### src/rtl/param_shift_unit.sv
// Registered WIDTH-bit shift/rotate unit with load, clear and hold commands.
// Shift and rotate commands advance one bit per clock, with a busy/done handshake.
module param_shift_unit #(
   parameter int WIDTH = 8,
   parameter int AMT_W = $clog2(WIDTH + 1)
) (
   input  logic             clk,
   input  logic             rst_n,
   input  logic             start,
   input  logic [2:0]       op,
   input  logic [AMT_W-1:0] amount,
   input  logic [WIDTH-1:0] data_in,
   input  logic             ser_in_r,
   input  logic             ser_in_l,
   output logic [WIDTH-1:0] q,
   output logic             ser_out_msb,
   output logic             ser_out_lsb,
   output logic             carry_out,
   output logic             busy,
   output logic             done
);

   typedef enum logic {IDLE, SHIFT} state_t;

   state_t           state_q, state_d;
   logic [WIDTH-1:0] q_q, q_d;
   logic [AMT_W-1:0] cnt_q, cnt_d;
   logic [2:0]       op_q, op_d;
   logic             carry_q, carry_d;
   logic             done_q, done_d;

   logic [2:0]       step_op;
   logic [WIDTH-1:0] step_q;
   logic             step_c;

   // The step logic follows the latched op while a multi-step command runs.
   assign step_op = (state_q == SHIFT) ? op_q : op;

   always_comb begin
      step_q = q_q;
      step_c = carry_q;
      unique case (step_op)
         3'b001: begin
            step_q = {q_q[WIDTH-2:0], ser_in_r};
            step_c = q_q[WIDTH-1];
         end
         3'b010: begin
            step_q = {ser_in_l, q_q[WIDTH-1:1]};
            step_c = q_q[0];
         end
         3'b101: begin
            step_q = {q_q[WIDTH-2:0], q_q[WIDTH-1]};
            step_c = q_q[WIDTH-1];
         end
         3'b110: begin
            step_q = {q_q[0], q_q[WIDTH-1:1]};
            step_c = q_q[0];
         end
         3'b111: begin
            step_q = {q_q[WIDTH-1], q_q[WIDTH-1:1]};
            step_c = q_q[0];
         end
         default: begin
            step_q = q_q;
            step_c = carry_q;
         end
      endcase
   end

   always_comb begin
      state_d = state_q;
      q_d     = q_q;
      cnt_d   = cnt_q;
      op_d    = op_q;
      carry_d = carry_q;
      done_d  = 1'b0;
      if (state_q == IDLE) begin
         if (start) begin
            op_d   = op;
            done_d = 1'b1;
            unique case (op)
               3'b000: q_d = q_q;
               3'b011: begin
                  q_d     = '0;
                  carry_d = 1'b0;
               end
               3'b100: q_d = data_in;
               default: begin
                  if (amount != '0) begin
                     q_d     = step_q;
                     carry_d = step_c;
                  end
                  if (amount > AMT_W'(1)) begin
                     state_d = SHIFT;
                     cnt_d   = amount - AMT_W'(1);
                     done_d  = 1'b0;
                  end
               end
            endcase
         end
      end else begin
         q_d     = step_q;
         carry_d = step_c;
         cnt_d   = cnt_q - AMT_W'(1);
         if (cnt_q == AMT_W'(1)) begin
            state_d = IDLE;
            done_d  = 1'b1;
         end
      end
   end

   always_ff @(posedge clk or negedge rst_n) begin
      if (!rst_n) begin
         state_q <= IDLE;
         q_q     <= '0;
         cnt_q   <= '0;
         op_q    <= 3'b000;
         carry_q <= 1'b0;
         done_q  <= 1'b0;
      end else begin
         state_q <= state_d;
         q_q     <= q_d;
         cnt_q   <= cnt_d;
         op_q    <= op_d;
         carry_q <= carry_d;
         done_q  <= done_d;
      end
   end

   assign q           = q_q;
   assign ser_out_msb = q_q[WIDTH-1];
   assign ser_out_lsb = q_q[0];
   assign carry_out   = carry_q;
   assign busy        = (state_q == SHIFT);
   assign done        = done_q;

endmodule
### config.mk
export PLATFORM = sky130hd
export DESIGN_NAME = param_shift_unit
export DESIGN_NICKNAME = d
export VERILOG_FILES = /design/src/rtl/param_shift_unit.sv
export SDC_FILE = /design/constraint.sdc
export NUM_CORES = 1
export LEC_CHECK = 0
export ABC_CLOCK_PERIOD_IN_PS = 1550
export BUFFER_PORTS_ARGS = -buffer_cell sky130_fd_sc_hd__buf_2
export CAP_MARGIN = 0
export CORE_MARGIN = 4
export CORE_UTILIZATION = 47
export CTS_BUF_LIST = sky130_fd_sc_hd__clkbuf_16
export DETAILED_ROUTE_END_ITERATION = 16
export MAX_ROUTING_LAYER = met4
export PLACE_DENSITY = 0.76
export SYNTH_ARGS = -nofsm -noshare
export SYNTH_HDL_FRONTEND = slang
export SYNTH_SLANG_ARGS = --single-unit
### constraint.sdc
create_clock -name clk -period 1.55 [get_ports clk]
set_input_delay 0.3875 -clock clk [delete_from_list [all_inputs] [get_ports clk]]
set_output_delay 0.3875 -clock clk [all_outputs]
set_load 0.1 [all_outputs]
* After elaboration in Yosys (flattened, before gate mapping)
Cells that the tools add are included.
** Operators by class
- Order comparisons :: 1
- Bitwise logic cells :: 1
- Equality and inequality tests :: 11
- Multiplexer cells :: 25
- Reduce and logical (&&, ||, !) cells :: 14
- Add/sub/neg operators :: 2
** Operators with widths (count)
- 8-bit one-hot mux with 5 select lines :: 1
- 8-bit 2-to-1 mux :: 3
- 8-bit one-hot mux with 3 select lines :: 1
- 4-bit 2-to-1 mux :: 4
- 1-bit 2-to-1 mux :: 13
- 3-bit == test, second input constant :: 4
- 3-bit AND reduction :: 3
- 4-bit nonzero test :: 2
- 4-bit by 1-bit subtractor with 4-bit output, second input constant :: 2
- 3-bit by 2-bit == test with 1-bit output, second input constant :: 2
- 3-bit OR reduction :: 2
- 4-bit by 1-bit == test with 1-bit output, second input constant :: 1
- 4-bit by 1-bit > comparator with 1-bit output, second input constant :: 1
- 2-bit by 1-bit inequality test with 1-bit output, second input constant :: 2
- 1-bit one-hot mux with 2 select lines :: 2
- 2-bit nonzero test :: 2
- 2-bit OR reduction :: 2
- 3-bit by 1-bit == test with 1-bit output, second input constant :: 1
- 3-bit logical NOT :: 1
- 3-bit 2-to-1 mux :: 1
- 3-bit nonzero test :: 1
- 2-bit inequality test, second input constant :: 1
- 2-bit AND reduction :: 1
- 1-bit inverter :: 1
** Word-level totals
- Flip-flop bits (word level) :: 18
- Output and inout bits :: 13
- Word-level logic and storage cells :: 60
- Input port bits :: 20

* Longest topological paths before layout
Gate-level depths: netlist of the first run.
- Word-level depth :: 8
- Mapped depth :: 8
- Gate-level depth less buffers :: 7

* Worst setup path before layout of the first run
No wires, ideal clock.
- Path type :: register -> register
- Start point :: register state_q, in the netlist busy
- End point :: register q_q[0], in the netlist q[0]
- Setup slack :: -0.513 ns
- Data required time :: 1.425 ns
- Setup time :: 0.125 ns
- Clock period less this slack :: 2.063 ns
- Cell stages (with the launch flop) :: 6
- Arrival :: 1.938 ns
- Buffers on the path :: 1
- Cell sequence :: dfrtp_1 buf_6 mux2i_1 mux2i_1 a21oi_1 o22a_1
** Between the ends
- Cells in the longest elaborated chain, start to end :: 7
- Elaborated cells between the ends (all ways) :: 15
- Classes of those cells :: 6 x eq/ne; 6 x mux; 3 x reduce/logical
** RTL lines
- from (decl) :: RTL line 25 : state_t state_q, state_d;
- from (signal assigned) :: RTL line 121 : state_q <= state_d;
- 3-bit 2-to-1 mux :: RTL line 37 : assign step_op = (state_q == SHIFT) ? op_q : op;
- 3-bit == test, or another cell as far along :: RTL line 42 : unique case (step_op)
- 8-bit one-hot mux with 5 select lines :: RTL line 42
- 8-bit 2-to-1 mux :: RTL line 89 : if (amount != '0) begin
- 8-bit one-hot mux with 3 select lines :: RTL line 81 : unique case (op)
- 8-bit 2-to-1 mux :: RTL line 78 : if (start) begin
- 8-bit 2-to-1 mux :: RTL line 77 : if (state_q == IDLE) begin
- to (signal assigned) :: RTL line 122 : q_q <= q_d;
- to (decl) :: RTL line 26 : logic [WIDTH-1:0] q_q, q_d;
Parallel ways exist; a longest one is shown, timed or not. The select of a mux whose other input is x is not followed.
A chain may end at the register's enable or synchronous reset.

* Worst setup path after layout of the first run
- Start point :: register state_q, in the netlist busy
- End point :: register carry_q, in the netlist carry_out
** Between the ends
- Cells in the longest elaborated chain, start to end :: 8
- Elaborated cells between the ends (all ways) :: 17
- Classes of those cells :: 6 x eq/ne; 6 x mux; 5 x reduce/logical
** RTL lines
- 3-bit 2-to-1 mux :: RTL line 37
- 3-bit == test, or another cell as far along :: RTL line 42
- 3-bit OR reduction (no source line) or 2-bit OR reduction (tied branches)
- 1-bit one-hot mux with 2 select lines :: RTL line 42
- 1-bit 2-to-1 mux :: RTL line 89
- 1-bit one-hot mux with 2 select lines :: RTL line 81
- 1-bit 2-to-1 mux :: RTL line 78
- 1-bit 2-to-1 mux :: RTL line 77
- to (signal assigned) :: RTL line 125 : carry_q <= carry_d;
- to (decl) :: RTL line 29 : logic carry_q, carry_d;
Parallel ways exist; a longest one is shown, timed or not. The select of a mux whose other input is x is not followed.

==> results.sh, run 1 <==
export IMPL_die_area_mm2=0.00368
export IMPL_tns_ps=-801
export IMPL_cts_sinks=18
export IMPL_ys_seq_area_frac=0.346
export IMPL_drt_pass1_iterations=5
export IMPL_netlist_top_cell_by_area="dfrtp_1"
export IMPL_post_synth_top_area_fraction=0.346
export IMPL_wire_per_inst_um=18.9
export IMPL_core_area_mm2=0.00257
export IMPL_grt_util_all_layers=0.262
export IMPL_io_pins=33
export IMPL_synth_compound_area_frac=0.272
export IMPL_avgViaCountPerCell=6.15
export IMPL_num_rows=18
export IMPL_critPathRequiredTime_ps=1730
export IMPL_synth_top_family_by_area="compound AO/OA/AOI/OAI gates"
export IMPL_finClkSkew_ps=3.84
export IMPL_leakagePower_nw=0.892
export IMPL_yosysWarnings=0
export IMPL_setup_violations=10
export IMPL_antenna_found_initial=0
export IMPL_ys_flop_type="dfrtp_1"
export IMPL_slew_headroom=0.669
export IMPL_hold_viol_final=0
export IMPL_fin_crit_sh=1.09
export IMPL_powerDensity_mw_per_mm2=2550
export IMPL_dp_cells=211
export IMPL_wl_um=4210
export IMPL_dpl_cell_area_mm2=0.00167
export IMPL_cts_buffers_inserted=3
export IMPL_start_util=0.507
export IMPL_worstPathMaxFanout=4
export IMPL_nets=217
export IMPL_place_ws_ps=-186
export IMPL_dpl_hpwl_um=2790
export IMPL_fin_util=0.756
export IMPL_cts_buffer_depth=2
export IMPL_drc_errors=0
export IMPL_synth_mux_area_frac=0.0480
export IMPL_place_congestion=0.886
export IMPL_worst_pin_slew_ps=500
export IMPL_first_global_vias=1463
export IMPL_insertion_delay_ps=250
export IMPL_fin_crit_ps=1690
export IMPL_area_growth_syn_to_layout_pct=49.1
export IMPL_grt_overflow=0
export IMPL_synth_simple_area_share=0.192
export IMPL_crit_type="flop to flop"
export IMPL_cts_tree="built"
export IMPL_cts_clk_slew_worst_paths_ps=50
export IMPL_vias=1365
export IMPL_postSynthCellCount=134
export IMPL_cp_slowest_cell="dfrtp_4"
export IMPL_maxSlewViolCount=0
export IMPL_layout_cells_non_filler=222
export IMPL_async_reset_ff_frac=1.00
export IMPL_synth_edff_count=0
export IMPL_synthAdderAreaFrac=0.0384
export IMPL_maxCapViolations=0
export IMPL_violations="negative setup slack"
export IMPL_power_mw=4.95
export IMPL_die_w_um=60.6
export IMPL_design_area_mm2=0.00194
export IMPL_outcome="finished with violations"
export IMPL_endpoint_kind="flop"
export IMPL_syn_num_nets=158
export IMPL_syn_area_mm2=0.00130
export IMPL_fp_dieH_um=60.6
export IMPL_worst_hold_slack_ps=75.6
export IMPL_drive_gt1_frac=0.484
export IMPL_path_cells="buf_12, nand3b_1, buf_4, o21a_1, o221ai_2, o221ai_2, o21a_1"
export IMPL_cts_root_buf="clkbuf_16"
export IMPL_arrival_ps=1870
export IMPL_peakVddDrop_v=0.00251
export IMPL_drt_iter0_drc=80
export IMPL_ys_ff_latch=18
export IMPL_hp_class="primary input to async pin"
export IMPL_diodes=0
export IMPL_grt_max_degree=19
export IMPL_synth_xor_area_frac=0.0336
export IMPL_start_kind="flop"
export IMPL_rsz0062_at_grt="true"
export IMPL_setup_ws_ps=-139
export IMPL_antenna_left=0
export IMPL_synth_cell_types=46
export IMPL_synth_area_per_cell_um2=9.72
export IMPL_place_port_buffers=32
export IMPL_cp_slowest_stage_delay_ps=500
export IMPL_synth_top_cells_by_area="dfrtp_1 (35%), o2bb2ai_1 (4.7%), a222oi_1 (4.6%)"
export IMPL_grt_first_pass_wirelength_um=6790
export IMPL_fmax_mhz=592
export IMPL_cts_htree_levels=1
-- per-layer routing --
metal,vias to the layer above,global-route usage,part of all wire
li1,624,-,-
met1,644,0.303,0.40
met2,72,0.431,0.49
met3,25,0.0426,0.055
met4,0,0.142,0.058
met5,-,-,0
-- final cells by class --
class                   instances  area (um^2)
multi-input cells             101          867
fillers                       172          626
repair buffers                 62          475
flip-flops and latches         18          457
clock buffers                   3         75.1
well taps                      30         37.5
inverters                       7         26.3
clock inverters                 1         3.75
-- synthesized netlist by cell type, types with 4 or more instances --
library cell and instances:
a222oi_1 6, dfrtp_1 18, nand2b_1 4, a21oi_1 8
inv_1 7, ha_1 4, o2bb2ai_1 7, o21ai_0 6
mux2i_1 4, nand2_1 9, nor2_1 9
-- state kept, by name, summed over array words and instances, names as in the netlist --
| register | cells |
|---|---|
| op_q | 3 |
| cnt_q | 4 |
| busy | 1 |
| q | 8 |
| done | 1 |
| carry_out | 1 |
-- what timing repair did --
action / CTS / global route
gates resized for setup: 17 / 7
hold buffers: 0 / 0
endpoints found under the setup margin: 10 / 14
buffers inserted: 6 / 1
pin swaps: 10 / 9
-- where the power goes --
part | leakage [nW] | switching (mW) | internal, mW
combinational | 0.631 | 2.16 | 1.25
clock | 0.0423 | 0.180 | 0.343
sequential | 0.219 | 0.304 | 0.716
-- worst max-delay path, delay by kind of cell, from the launching register on --
| family | cells | cell delay (ps) |
|---|---|---|
| buffers and inverters | 2 | 290 |
| and+or+nand+nor | 1 | 170 |
| DFF | 1 | 500 |
| AOI/OAI and AO/OA | 4 | 670 |
-- path summary, 6_finish.rpt --
kind / endpoint / startpoint / slack (ps) / cells past startpoint
max: carry_out / busy / -140 / 7
min: q[0] / rst_n / 80 / 1
max reg2reg: carry_out / busy / -140 / 7
min reg2reg: cnt_q[0] / cnt_q[0] / 550 / 1
max in group asynchronous: busy / rst_n / 1130 / 1
min in group clk: q[7] / data_in[7] / 400 / 3
-- layout by cell type (no fill, tap or decap), types with 2 or more instances in the layout --
master	count
a21oi_1	7
a222oi_1	6
a31oi_1	2
buf_12	5
buf_2	30
buf_4	22
buf_6	4
clkbuf_16	3
dfrtp_1	15
dfrtp_2	2
ha_1	4
inv_1	8
mux2_2	2
mux2i_1	3
nand2_1	8
nand2b_1	3
nand3_1	2
nand3b_1	2
nor2_1	8
nor2_2	3
nor3_1	3
nor4b_4	2
o21a_1	2
o21ai_0	6
o221ai_2	2
o2bb2ai_1	4
o2bb2ai_2	3
or2_1	2
xnor2_1	3
xor2_1	2
-- kinds of logic (layout without fill, tap and decap cells) --
family | count (synthesis) | count (layout)
compound gates | 45 | 45
xor+xnor | 5 | 5
fa+ha+maj | 4 | 4
buf+inv | 15 | 73
flops | 18 | 18
mux | 6 | 6
simple gates | 41 | 41
(Power assumes the default switching activity.)
==> inputs of run 2 (changes only) <==
--- a/config.mk
+++ b/config.mk
@@ -7,3 +7,2 @@
 export LEC_CHECK = 0
-export ABC_CLOCK_PERIOD_IN_PS = 1550
 export BUFFER_PORTS_ARGS = -buffer_cell sky130_fd_sc_hd__buf_2
--- a/constraint.sdc
+++ b/constraint.sdc
@@ -3,2 +3,2 @@
 set_output_delay 0.3875 -clock clk [all_outputs]
-set_load 0.1 [all_outputs]
+set_load 0.02 [all_outputs]
==> run 2 against run 1 <==
- the flow still finishes with violations (negative setup slack)
- critical path depth down 1
- critical path type unchanged
- largest power group unchanged
- final cell count up 0.45%
- sequential cell count unchanged
==> results.sh, run 2 (same netlist as run 1, synthesis figures left out) <==
export IMPL_maxSlewViolCount=0
export IMPL_dp_cells=215
export IMPL_die_area_mm2=0.00368
export IMPL_avgViaCountPerCell=6.09
export IMPL_largest_reg_flops=8
export IMPL_worst_hold_slack_ps=60.7
export IMPL_endpoint_kind="flop"
export IMPL_fp_dieH_um=60.6
export IMPL_area_growth_syn_to_layout_pct=42.1
export IMPL_vias=1358
export IMPL_cts_root_buf="clkbuf_16"
export IMPL_grt_overflow=0
export IMPL_cts_buffer_depth=2
export IMPL_place_congestion=0.851
export IMPL_dpl_cell_area_mm2=0.00166
export IMPL_slew_headroom=0.730
export IMPL_reg2reg_from="busy"
export IMPL_wl_um=3940
export IMPL_leakagePower_nw=0.864
export IMPL_critPathRequiredTime_ps=1740
export IMPL_die_w_um=60.6
export IMPL_cts_clk_slew_worst_paths_ps=50
export IMPL_violations="negative setup slack"
export IMPL_crit_type="flop to flop"
export IMPL_antenna_left=0
export IMPL_fin_crit_ps=1620
export IMPL_fmax_mhz=617
export IMPL_drc_errors=0
export IMPL_finClkSkew_ps=1.09
export IMPL_drive_gt1_frac=0.461
export IMPL_worstPathMaxFanout=8
export IMPL_timing_rr_end="carry_out"
export IMPL_drt_iter0_drc=121
export IMPL_fin_crit_sh=1.05
export IMPL_grt_first_pass_wirelength_um=6020
export IMPL_setup_ws_ps=-72.0
export IMPL_holdBufCountCts=0
export IMPL_insertion_delay_ps=250
export IMPL_layout_cells_non_filler=223
export IMPL_tns_ps=-425
export IMPL_layout_common_cells="buf_2 (32), buf_4 (27), dfrtp_1 (17)"
export IMPL_design_area_mm2=0.00185
export IMPL_mostFrequentLayoutCell="buf_2"
export IMPL_nets=218
export IMPL_arrival_ps=1810
export IMPL_start_util=0.507
export IMPL_outcome="finished with violations"
export IMPL_wire_per_inst_um=17.7
export IMPL_r2r_slack_ps=-70
export IMPL_setup_violations=9
export IMPL_cts_buffers_inserted=3
export IMPL_hold_viol_final=0
export IMPL_hp_class="primary input to async pin"
export IMPL_cts_tree="built"
export IMPL_rsz0062_at_grt="true"
export IMPL_multiInputGateArea_um2=840
export IMPL_maxCapViolations=0
export IMPL_reg2regPathDepth=6
export IMPL_core_area_mm2=0.00257
export IMPL_regArea_um2=452
export IMPL_grt_max_degree=19
export IMPL_first_global_vias=1371
export IMPL_cts_sinks=18
export IMPL_worst_pin_slew_ps=404
export IMPL_place_port_buffers=32
export IMPL_grt_util_all_layers=0.227
export IMPL_start_kind="flop"
export IMPL_drt_pass1_iterations=6
export IMPL_peakVddDrop_v=0.00148
export IMPL_io_pins=33
export IMPL_dpl_hpwl_um=2600
export IMPL_fin_util=0.721
export IMPL_cts_htree_levels=1
export IMPL_num_rows=18
export IMPL_antenna_found_initial=0
export IMPL_powerDensity_mw_per_mm2=2010
export IMPL_diodes=0
export IMPL_fill_cells=194
-- run 2: changes by cell type in the layout (fill, tap and decap cells not counted), sizes merged --
cell,delta
buf,+1
clkinv,+1
inv,-1
-- run 2: area by class of cell --
type | count | share of cell area
multi-input combinational | 101 | 0.454
clock inverter | 1 | 0.00203
sequential | 18 | 0.244
tap | 30 | 0.0203
clock buffer | 3 | 0.0406
inverter | 7 | 0.0142
timing repair buffer | 63 | 0.225
-- run 2: metrics by stage --
step	worst slack, ps	total power, mW
floorplan	-50.7	2.24
global placement	-116	2.77
detailed placement	-265	2.86
CTS	-23.9	3.52
global route	-183	3.97
finish	-72.0	3.71
-- run 2: worst max-delay path: stages (launching register included) --
cell and delay [ps]:
dfrtp_2 490, buf_4 170, buf_4 140, a32oi_2 270, o221ai_2 170, o221ai_2 180, o21a_1 130
-- run 2: repair_timing --
action                                  4_1_cts  5_1_grt
gates resized for setup                       3       15
setup buffers                                 4        0
pin swaps                                     3        7
endpoints found under the setup margin       10       13
-- run 2: metal layers --
metal,vias up,global-route usage,share of wire
met5,-,-,0
met4,0,0.105,0.0094
met3,4,0.0340,0.086
met2,75,0.347,0.49
met1,647,0.294,0.42
li1,632,-,-
-- run 2: power by group --
group          internal [mW]  switching (mW)  leakage [nW]  total, mW
Clock                  0.343           0.177        0.0385      0.520
Combinational           1.04            1.15         0.604       2.18
Sequential             0.704           0.305         0.221       1.01
Total                   2.08            1.63         0.864       3.71
-- run 2: how the worst max path moves through the flow --
stage | start | end | slack (ps) | cells past startpoint
floorplan | busy | q[1] | -50 | 5
global placement | amount[0] | cnt_q[2] | -120 | 8
detailed placement | amount[0] | cnt_q[3] | -260 | 8
CTS | busy | q[3] | -20 | 5
global route | busy | carry_out | -180 | 6
finish | busy | carry_out | -70 | 6
==> inputs of run 3 (changes only) <==
Settings changed: CTS_CLUSTER_DIAMETER set to 50, HOLD_SLACK_MARGIN set to 0.12, MAX_ROUTING_LAYER met4 to unset.
==> run 3 against run 2 <==
- the run still ends with negative setup slack left
- final cell count rose by 0.45%
- setup slack improved by 12 ps
- routed wire length barely moved
- die area did not move
- maximum frequency rose by 0.77%
- power barely moved
- critical path depth did not move
- sequential cell count did not move
- clock skew barely moved
- largest power group unchanged
==> results.sh, run 3 (same netlist as run 1, synthesis figures left out) <==
export IMPL_maxCapViolations=0
export IMPL_layout_common_cells="buf_2 (32), buf_4 (27), dfrtp_1 (17)"
export IMPL_fin_crit_sh=1.04
export IMPL_rsz0062_at_grt="true"
export IMPL_largest_reg_flops=8
export IMPL_arrival_ps=1800
export IMPL_cts_buffers_inserted=3
export IMPL_regArea_um2=452
export IMPL_finClkSkew_ps=1.48
export IMPL_first_global_vias=1375
export IMPL_cts_clk_slew_worst_paths_ps=50
export IMPL_diodes=0
export IMPL_hp_class="primary input to flop"
export IMPL_cts_buffer_depth=2
export IMPL_layout_cells_non_filler=224
export IMPL_mostFrequentLayoutCell="buf_2"
export IMPL_crit_type="flop to flop"
export IMPL_area_growth_syn_to_layout_pct=42.8
export IMPL_setup_violations=9
export IMPL_vias=1361
export IMPL_io_pins=33
export IMPL_maxSlewViolCount=0
export IMPL_worstPathMaxFanout=8
export IMPL_dpl_hpwl_um=2600
export IMPL_cts_root_buf="clkbuf_16"
export IMPL_cts_sinks=18
export IMPL_powerDensity_mw_per_mm2=1990
export IMPL_drt_iter0_drc=115
export IMPL_leakagePower_nw=0.868
export IMPL_fmax_mhz=621
export IMPL_grt_busiest_layer="met2"
export IMPL_insertion_delay_ps=250
export IMPL_power_frac_seq=0.271
export IMPL_num_rows=18
export IMPL_grt_max_degree=19
export IMPL_fp_dieH_um=60.6
export IMPL_cts_tree="built"
export IMPL_switchingPower_mw=1.63
export IMPL_met3_usage=0.0362
export IMPL_place_ws_ps=-265
export IMPL_place_port_buffers=32
export IMPL_nets=219
export IMPL_endpoint_kind="flop"
export IMPL_wire_per_inst_um=17.6
export IMPL_slew_headroom=0.723
export IMPL_die_area_mm2=0.00368
export IMPL_outcome="finished with violations"
export IMPL_drive_gt1_frac=0.459
export IMPL_start_kind="flop"
export IMPL_dp_cells=215
export IMPL_reg2regPathDepth=6
export IMPL_grt_first_pass_wirelength_um=6020
export IMPL_setup_ws_ps=-59.6
export IMPL_drc_errors=0
export IMPL_met2_usage=0.348
export IMPL_combPwrFrac=0.588
export IMPL_worst_pin_slew_ps=416
export IMPL_grt_util_all_layers=0.220
export IMPL_fin_crit_ps=1610
export IMPL_clkPwrFrac=0.141
export IMPL_wl_um=3930
export IMPL_die_w_um=60.6
export IMPL_p_int_mw=2.09
export IMPL_use_met1=0.291
export IMPL_violations="negative setup slack"
export IMPL_min_delay_path_depth=3
export IMPL_hold_viol_final=0
export IMPL_cts_htree_levels=1
export IMPL_place_congestion=0.838
export IMPL_drt_pass1_iterations=5
export IMPL_avgViaCountPerCell=6.08
export IMPL_antenna_left=0
export IMPL_swShare=0.438
export IMPL_core_area_mm2=0.00257
export IMPL_multiInputGateArea_um2=840
export IMPL_grt_overflow=0
export IMPL_fill_cells=191
export IMPL_start_util=0.507
export IMPL_critPathRequiredTime_ps=1740
export IMPL_antenna_found_initial=0
export IMPL_peakVddDrop_v=0.00149
## run 3: worst max-delay path, stage by stage, from the launching register on
cell,delay (ps)
dfrtp_2,490
buf_4,170
buf_4,140
a32oi_2,260
o221ai_2,170
o221ai_2,180
o21a_1,140
## run 3: worst paths after layout
check | end | slack [ps] | from
max in group asynchronous | busy | 620 | rst_n
setup / recovery | carry_out | -60 | busy
hold / removal | q[7] | 400 | data_in[7]
setup reg to reg | carry_out | -60 | busy
hold reg to reg | carry_out | 520 | carry_out
min in group asynchronous | q[7] | 610 | rst_n
## run 3: per-stage QoR
stage	instance area, um^2	TNS [ps]	power (mW)	util	hold WS, ps
floorplan	1310	-365	2.24	-	91.9
global placement	1660	-745	2.77	0.646	338
detailed placement	1660	-1850	2.86	0.646	344
CTS	1790	-74.5	3.52	0.697	404
global route	1860	-927	3.95	0.725	429
finish	1860	-359	3.71	0.725	403
## run 3: area by class of cell
cell class	count	area share
inverters	7	0.0141
well taps	30	0.0202
repair buffers	64	0.229
clock inverters	1	0.00202
clock buffers	3	0.0403
flip-flops and latches	18	0.243
multi-input cells	101	0.451
## run 3: what timing repair did
action | in CTS | in global routing
pin swaps | 3 | 7
hold buffers | 1 | 0
setup buffers | 4 | 0
endpoints found under the setup margin | 10 | 13
resized for setup | 3 | 15
hold endpoints to repair | 18 | 0
## run 3: metal layers
layer / wire length (um) / part of all wire
met5: 0 / 0
met4: 63 / 0.016
met3: 285 / 0.072
met2: 1890 / 0.48
met1: 1690 / 0.43
## run 3: power groups by stage
stage / clock network (mW) / logic (mW) / registers (mW)
floorplan: 0 / 1.19 / 1.05
global placement: 0 / 1.78 / 0.987
detailed placement: 0 / 1.85 / 1.01
CTS: 0.524 / 2.03 / 0.967
global route: 0.545 / 2.37 / 1.03
finish: 0.523 / 2.18 / 1.01
